## src/rtl/rs_line_packer.sv

```systemverilog
// rs_line_packer
// Packs the byte stream coming out of the RS decoder into fixed-size lines
// and buffers completed lines in a small FIFO for a downstream consumer.
//
// Parameters
//   LINE_BYTES : bytes per output line (power of two, 2..64)
//   FIFO_DEPTH : completed lines buffered (power of two, 2..16)
//
// Ports
//   clk        : clock, rising edge
//   reset      : asynchronous active-high reset
//   byte_in    : decoded byte
//   byte_valid : byte_in qualifier, never back-pressured
//   flush      : single-cycle request to close a partial line
//   line_out   : head-of-FIFO line, byte k in bits [8k+7:8k]
//   line_valid : line_out holds a line
//   line_ready : consumer accepts line_out while line_valid is high
//   line_count : lines handed off, wraps modulo 2^32
//   overflow   : sticky, a completed line was dropped on a full FIFO
//   busy       : partial line held or FIFO non-empty
module rs_line_packer #(
  parameter int LINE_BYTES = 64,
  parameter int FIFO_DEPTH = 4
) (
  input  logic                    clk,
  input  logic                    reset,
  input  logic [7:0]              byte_in,
  input  logic                    byte_valid,
  input  logic                    flush,
  output logic [8*LINE_BYTES-1:0] line_out,
  output logic                    line_valid,
  input  logic                    line_ready,
  output logic [31:0]             line_count,
  output logic                    overflow,
  output logic                    busy
);

  localparam int LW   = 8 * LINE_BYTES;
  localparam int CW   = $clog2(LINE_BYTES);
  localparam int PW   = $clog2(FIFO_DEPTH);
  localparam int NW   = PW + 1;
  localparam logic [CW-1:0] LAST_POS  = CW'(LINE_BYTES - 1);
  localparam logic [NW-1:0] FULL_CNT  = NW'(FIFO_DEPTH);

  // Registered state
  logic [CW-1:0] fill_r;
  logic [LW-1:0] asm_r;
  logic [LW-1:0] mem_r [FIFO_DEPTH];
  logic [PW-1:0] wr_ptr_r;
  logic [PW-1:0] rd_ptr_r;
  logic [NW-1:0] count_r;
  logic          valid_r;
  logic [31:0]   line_count_r;
  logic          overflow_r;

  // Combinational helpers
  logic [LW-1:0] asm_s;
  logic          complete_s;
  logic          close_s;
  logic          pop_s;
  logic          full_s;
  logic          push_s;
  logic          drop_s;
  logic [NW-1:0] count_next_s;

  // Merge the incoming byte into the line under assembly and decide whether it closes
  always_comb begin
    asm_s = asm_r;
    if (byte_valid) begin
      asm_s[{fill_r, 3'b000} +: 8] = byte_in;
    end else begin
      asm_s = asm_r;
    end
    complete_s = byte_valid && (fill_r == LAST_POS);
    // A flush on an empty assembly only closes if a byte arrives with it
    close_s    = complete_s || (flush && ((fill_r != {CW{1'b0}}) || byte_valid));
    pop_s      = valid_r && line_ready;
    full_s     = (count_r == FULL_CNT);
    // A simultaneous pop frees the slot, so a full FIFO can still take a push
    push_s     = close_s && (!full_s || pop_s);
    drop_s     = close_s && full_s && !pop_s;
  end

  // Next FIFO occupancy from push/pop pair
  always_comb begin
    count_next_s = count_r;
    case ({push_s, pop_s})
      2'b10:   count_next_s = count_r + NW'(1);
      2'b01:   count_next_s = count_r - NW'(1);
      default: count_next_s = count_r;
    endcase
  end

  // Fill counter and assembly register; cleared whenever a line leaves (pushed or dropped)
  always_ff @(posedge clk or posedge reset) begin
    if (reset) begin
      fill_r <= {CW{1'b0}};
      asm_r  <= {LW{1'b0}};
    end else if (close_s) begin
      fill_r <= {CW{1'b0}};
      asm_r  <= {LW{1'b0}};
    end else if (byte_valid) begin
      fill_r <= fill_r + CW'(1);
      asm_r  <= asm_s;
    end else begin
      fill_r <= fill_r;
      asm_r  <= asm_r;
    end
  end

  // FIFO storage; contents are never observed without a matching valid entry, so no reset
  always_ff @(posedge clk) begin
    if (push_s) begin
      mem_r[wr_ptr_r] <= asm_s;
    end else begin
      mem_r[wr_ptr_r] <= mem_r[wr_ptr_r];
    end
  end

  // FIFO pointers, occupancy and registered valid flag
  always_ff @(posedge clk or posedge reset) begin
    if (reset) begin
      wr_ptr_r <= {PW{1'b0}};
      rd_ptr_r <= {PW{1'b0}};
      count_r  <= {NW{1'b0}};
      valid_r  <= 1'b0;
    end else begin
      if (push_s) begin
        wr_ptr_r <= wr_ptr_r + PW'(1);
      end else begin
        wr_ptr_r <= wr_ptr_r;
      end
      if (pop_s) begin
        rd_ptr_r <= rd_ptr_r + PW'(1);
      end else begin
        rd_ptr_r <= rd_ptr_r;
      end
      count_r <= count_next_s;
      valid_r <= (count_next_s != {NW{1'b0}});
    end
  end

  // Handoff counter, wraps naturally at 2^32
  always_ff @(posedge clk or posedge reset) begin
    if (reset) begin
      line_count_r <= 32'd0;
    end else if (pop_s) begin
      line_count_r <= line_count_r + 32'd1;
    end else begin
      line_count_r <= line_count_r;
    end
  end

  // Sticky overflow flag, cleared only by reset
  always_ff @(posedge clk or posedge reset) begin
    if (reset) begin
      overflow_r <= 1'b0;
    end else if (drop_s) begin
      overflow_r <= 1'b1;
    end else begin
      overflow_r <= overflow_r;
    end
  end

  // Head line is masked to zero while empty so reset shows an all-zero line immediately
  assign line_out   = valid_r ? mem_r[rd_ptr_r] : {LW{1'b0}};
  assign line_valid = valid_r;
  assign line_count = line_count_r;
  assign overflow   = overflow_r;
  assign busy       = (fill_r != {CW{1'b0}}) || (count_r != {NW{1'b0}});

endmodule
```

## config.mk

```make
export PLATFORM = sky130hd
export DESIGN_NAME = rs_line_packer
export DESIGN_NICKNAME = d
export VERILOG_FILES = /design/src/rtl/rs_line_packer.sv
export SDC_FILE = /design/constraint.sdc
export NUM_CORES = 2
export LEC_CHECK = 0
export ABC_AREA = 0
export BUFFER_PORTS_ARGS = -buffer_cell sky130_fd_sc_hd__buf_2
export CAP_MARGIN = 25
export CORE_ASPECT_RATIO = 1.1
export CORE_MARGIN = 2
export CORE_UTILIZATION = 46
export DETAILED_ROUTE_END_ITERATION = 8
export PLACE_DENSITY_LB_ADDON = 0.3
export REMOVE_ABC_BUFFERS = 1
export SETUP_SLACK_MARGIN = 0.02
export SYNTH_ARGS = -nofsm -noshare
export SYNTH_HDL_FRONTEND = slang
export SYNTH_SLANG_ARGS = --single-unit
export TNS_END_PERCENT = 10
```

## constraint.sdc

```tcl
create_clock -name clk -period 15.5 [get_ports clk]
set_input_delay 0.775 -clock clk [delete_from_list [all_inputs] [get_ports clk]]
set_output_delay 0.775 -clock clk [all_outputs]
set_load 0.01 [all_outputs]
```

Word-level counts from Yosys, hierarchy flattened
Memories as Yosys holds them, arrays and structs flattened.
Cells that the tools add are included.
{"block": "classes", "n_eq_ne": 5, "shift": 2, "n_mux": 12, "add_sub_neg": 7, "bitwise_logic": 1, "reduce_logical": 17}
{"op": "two-way mux 512 bit", "n": 5}
{"op": "bitwise mux 512 bit", "n": 1}
{"op": "variable shift 8 x 11 -> 512 bit (first input constant)", "n": 1}
{"op": "variable part select 8 x 11 -> 512 bit", "n": 1}
{"op": "adder 32 x 1 -> 32 bit (second input constant)", "n": 1}
{"op": "two-way mux 6 bit", "n": 2}
{"op": "negator 9 -> 11 bit", "n": 1}
{"op": "adder 6 x 1 -> 6 bit (second input constant)", "n": 1}
{"op": "== test 6 bit (second input constant)", "n": 1}
{"op": "logical AND 1 bit", "n": 6}
{"op": "one-hot mux 3 bit (2 select lines)", "n": 1}
{"op": "nonzero test 3 bit", "n": 2}
{"op": "nonzero test 6 bit", "n": 1}
{"op": "adder 2 x 1 -> 2 bit (second input constant)", "n": 2}
{"op": "logical OR 1 bit", "n": 4}
{"op": "adder 3 x 1 -> 3 bit (second input constant)", "n": 1}
{"op": "== test 3 bit (second input constant)", "n": 1}
{"op": "two-way mux 1 bit", "n": 3}
{"op": "subtractor 3 x 1 -> 3 bit (second input constant)", "n": 1}
{"op": "== test 2 x 1 -> 1 bit (second input constant)", "n": 1}
{"op": "== test 2 bit (second input constant)", "n": 1}
{"op": "zero test 1 bit", "n": 2}
{"op": "AND reduction 2 bit", "n": 1}
{"op": "nonzero test 2 bit", "n": 1}
{"op": "2 further kinds", "n": 2}
{"block": "totals", "regBits": 559, "word_cells": 53, "ram_bits": 2048, "n_memories": 1, "inputBits": 13, "output_inout_bits": 547}
{"memory": "mem_r", "depth": 4, "width": 512, "rd": 1, "rd_clocked_by_memory_dff": 0, "wr": 1, "line_no": "48", "text": "logic [LW-1:0] mem_r [FIFO_DEPTH];"}

Depth between registers and ports, before layout
{"block": "logic_depth", "word_depth": 8, "ltp_mapped": 17, "depth_no_buf": 13}

Least setup slack after synthesis
Ideal clock, no wire load.
{"block": "synth_path", "path_kind": "reg-to-reg", "from": "register fill_r[0]", "to": "memory mem_r[2][0] (netlist name), enable pin", "path_slack_ps": 586, "setup_ps": 943, "path_stages_with_launch": 12, "t_arrival_ps": 13970, "synth_period_minus_slack_ps": 14914, "required_time_ps": 14557, "n_path_buf": 4, "cell_sequence": "dfrtp_1 buf_2 clkbuf_1 inv_1 ha_1 buf_1 nand2b_1 o21a_1 nand2_1 buf_2 a31oi_1 and2_1"}
{"block": "synth_via", "elab_chain_cells": 8, "word_cells_on_any_way": 12, "cone_classes": "eq/ne: 1; mux: 3; bitwise: 1; reduce/logical: 7"}
{"item": "from (decl)", "line_no": "46", "text": "logic [CW-1:0] fill_r;"}
{"item": "from (signal assigned)", "line_no": "97", "text": "fill_r <= {CW{1'b0}};"}
{"item": "from (signal assigned)", "line_no": "100", "text": "fill_r <= {CW{1'b0}};"}
{"item": "from (signal assigned)", "line_no": "103", "text": "fill_r <= fill_r + CW'(1);"}
{"item": "nonzero test 6 bit", "line_no": "76", "text": "close_s = complete_s || (flush && ((fill_r != {CW{1'b0}}) || byte_valid));"}
{"item": "logical OR 1 bit", "line_no": "76"}
{"item": "logical AND 1 bit", "line_no": "76"}
{"item": "logical OR 1 bit (*)", "line_no": "76"}
{"item": "logical AND 1 bit (*)", "line_no": "80", "text": "push_s = close_s && (!full_s || pop_s);"}
{"item": "two-way mux 1 bit (on tied branches)", "line_no": "113, 116"}
{"item": "two-way mux 1 bit (not written as such) or AND reduction 2 bit (tied branches)"}
{"item": "OR 1 bit (no line) (*)"}
{"item": "to (decl)", "line_no": "48"}
Mark *: on every way between the ends. The rest lies on a longest branch, timed or not.

Worst setup path after layout
{"block": "layout_path", "from": "register fill_r[1]", "to": "memory mem_r[3][437] (netlist name), enable pin"}
Same word-level chain as after synthesis.

==> flow_metrics.py <==
metrics = {
    "clock_network": {
        "cts.htree.levels": 5,
        "clkLatencyLatePin_ns": 0.93,
        "clkTransAtPathRegs_ns": 0.06,
        "cts_sinks": 2607,
        "root_buffer": "clkbuf_16",
        "cts_made_buffers": 277,
        "tritoncts": "yes",
        "post_cts_buffers": 0,
        "cts_buffer_depth": 4,
        "postCtsResizedCells": 0,
        "hold_buffers": 0,
    },
    "synthesis": {
        "yosysWarnings": 0,
        "synth_cell_types": 77,
        "synth_cells": 5915,
        "yosysSeqAreaShare_pct": 72.55,
        "synth_flop_cell": "edfxtp_1",
        "synth_async_sr_flop_share_pct": 21.44,
        "synth_seq_cells": 2607,
        "avgSynthCellArea_um2": 17.59,
        "synthesis.area_um2": 104100,
        "synth_edf_count": 2048,
    },
    "placed_design": {
        "gp_congestion": 0.8061,
        "place_ws_ns": 7.695,
        "dp_hpwl_mm": 162.1,
        "io_buffers": 559,
    },
    "power_and_ir_drop": {
        "fin_total_pwr_mw": 21.61,
        "peakVddDrop_mv": 0.1550,
        "p_per_area_nw_per_um2": 181.3,
        "power.leakage_nw": 43.46,
    },
    "die": {
        "coreArea_um2": 225500,
        "fp-row-count": 183,
        "dieHeight_um": 502.8,
        "die_w_um": 457.5,
        "die-area_um2": 230000,
        "io_pins": 560,
        "start_util_pct": 46.14,
    },
    "sta": {
        "worst_slew_pin_slew_ns": 1.331,
        "fin_ws_ns": 8.135,
        "finalSetupViolations": 0,
        "min_period_over_period_pct": 47.52,
        "rsz0062_at_grt": "no",
        "hold_violations": 0,
        "slew_headroom_pct": 11.25,
        "layout_min_cycle_time_ns": 7.365,
        "fmax_ghz": 0.1358,
        "fin_setup_tns_ns": 0,
        "fin_skew_ns": 0.06181,
        "slew_viol_final": 0,
    },
    "finish": {
        "layout_common_cells": "2048 x edfxtp_1, 760 x and2_1, 555 x dfrtp_1, 552 x buf_2, 512 x mux4_2",
        "drive_gt1_share_pct": 28.61,
        "fin_nets": 6527,
        "syn2layout_area_growth_pct": 14.53,
        "final_common_cell": "edfxtp_1",
    },
    "outcome": {
        "status": "completed",
    },
    "drt": {
        "vias": 55776,
        "wl_per_cell_um": 27.46,
        "via_per_inst": 5.769,
        "drc": 0,
        "wl_mm": 265.6,
        "final_antenna_net_count": 0,
        "first_iter_violations": 5263,
        "firstDrtPassIters": 5,
    },
    "min_path": {
        "hold_path.class": "in -> async",
    },
    "worst_setup_path": {
        "start_kind": "register",
        "reg2reg_depth": 9,
        "worstPathRequired_ns": 16.02,
        "crit_path_max_fanout": 123,
        "crit_arrival_ns": 7.89,
        "critPathKind": "reg -> reg",
        "endpoint_kind": "register",
    },
    "global_routing": {
        "grt_pass1_vias": 55664,
        "grt_pass1_wl_mm": 386.6,
        "grt.overflow.total": 0,
        "grt_usage_pct": 22.93,
        "antenna_found_initial": 25,
        "grt_max_degree": 156,
    },
    "flow_run": {
        "drv_cap": 0,
    },
}
[worst max-delay path, cell delays in order, from the launching register on]
cell	delay (ns)
dfrtp_1	0.77
ha_1	0.44
a311o_2	0.22
buf_4	0.68
nand2_4	0.69
a31oi_1	0.79
and2_4	0.72
buf_12	0.55
buf_4	0.87
buf_4	0.89
[final timing paths]
kind	startpoint	endpoint	slack, ns
setup / recovery	fill_r[1]$_DFFE_PP0P_	mem_r[3][437]$_DFFE_PP_	8.14
hold / removal	reset	line_count[17]$_DFFE_PP0P_	0.01
setup reg to reg	fill_r[1]$_DFFE_PP0P_	mem_r[3][437]$_DFFE_PP_	8.14
hold reg to reg	overflow$_DFFE_PP0P_	overflow$_DFFE_PP0P_	0.46
max in group asynchronous	reset	asm_r[333]$_DFFE_PP0P_	12.83
min in group clk	line_ready	line_count[2]$_DFFE_PP0P_	0.26
[area by class of cell]
class / instances / area [µm²]
diodes: 4 / 10.01
clock buffers: 379 / 7681
clock inverters: 102 / 970.9
fillers: 17863 / 106400
inverters: 12 / 52.55
multi-input cells: 2925 / 27140
flip-flops and latches: 2607 / 75500
well taps: 2960 / 3704
repair buffers: 680 / 4118
[cell usage after synthesis (all sizes together), types with 23 or more instances]
master,instances,area share [%]
xnor2,39,0.33
a32o,40,0.38
mux4,512,11
nand3,113,0.56
buf,135,0.58
mux2,268,2.9
nor3,29,0.14
nand4,27,0.16
o21ai,329,1.6
o2bb2ai,23,0.19
a22o,78,0.66
dfrtp,559,13
a21oi,25,0.12
o31ai,26,0.20
edfxtp,2048,59
clkbuf,236,0.85
nor2,79,0.33
nand2,436,1.6
and2,764,4.6
[registers in the layout, summed over array words and instances, names as in the netlist]
register,cells
asm_r,512
overflow,1
fill_r,6
wr_ptr_r,2
mem_r,2048
rd_ptr_r,2
count_r,3
line_count,32
line_valid,1
[power by group]
| part | internal, mW | switching (mW) | total (mW) |
|---|---|---|---|
| clock network | 3.73 | 2.62 | 6.35 |
| logic | 2.58 | 3.84 | 6.42 |
| registers | 8.57 | 0.260 | 8.83 |
[routing by layer]
| metal | vias to the layer above | track usage [%] | wire length, µm |
|---|---|---|---|
| li1 | 23925 | - | - |
| met1 | 29379 | 32.00 | 109200 |
| met2 | 2077 | 36.61 | 128000 |
| met3 | 393 | 4.517 | 20270 |
| met4 | 2 | 7.210 | 8039 |
| met5 | - | 0 | 8 |
[cells by family (layout without fill, tap and decap cells)]
kind of cell / count (synthesis) / in the layout / share of synthesized area [%]
xor+xnor: 48 / 48 / 0.4040
simple gates: 1518 / 1518 / 7.874
fa+ha+maj: 11 / 11 / 0.1395
buf+inv: 383 / 1173 / 1.472
compound gates: 564 / 564 / 3.521
other cells: 0 / 4 / 0
flops: 2607 / 2607 / 72.55
mux: 784 / 784 / 14.04
[per-stage QoR]
step | std cells | hold WS (ns) | util (%) | area, µm²
after floorplan | 5544 | 0.4420 | - | 102600
after global placement | 9161 | 0.4508 | 48.79 | 110000
after detailed placement | 9171 | 0.4551 | 48.87 | 110200
after CTS | 9652 | 0.02059 | 52.70 | 118900
after global routing | 9666 | 0.06024 | 52.84 | 119200
final | 9669 | 0.01146 | 52.84 | 119200
No activity file was read; power rests on OpenSTA's default activity.
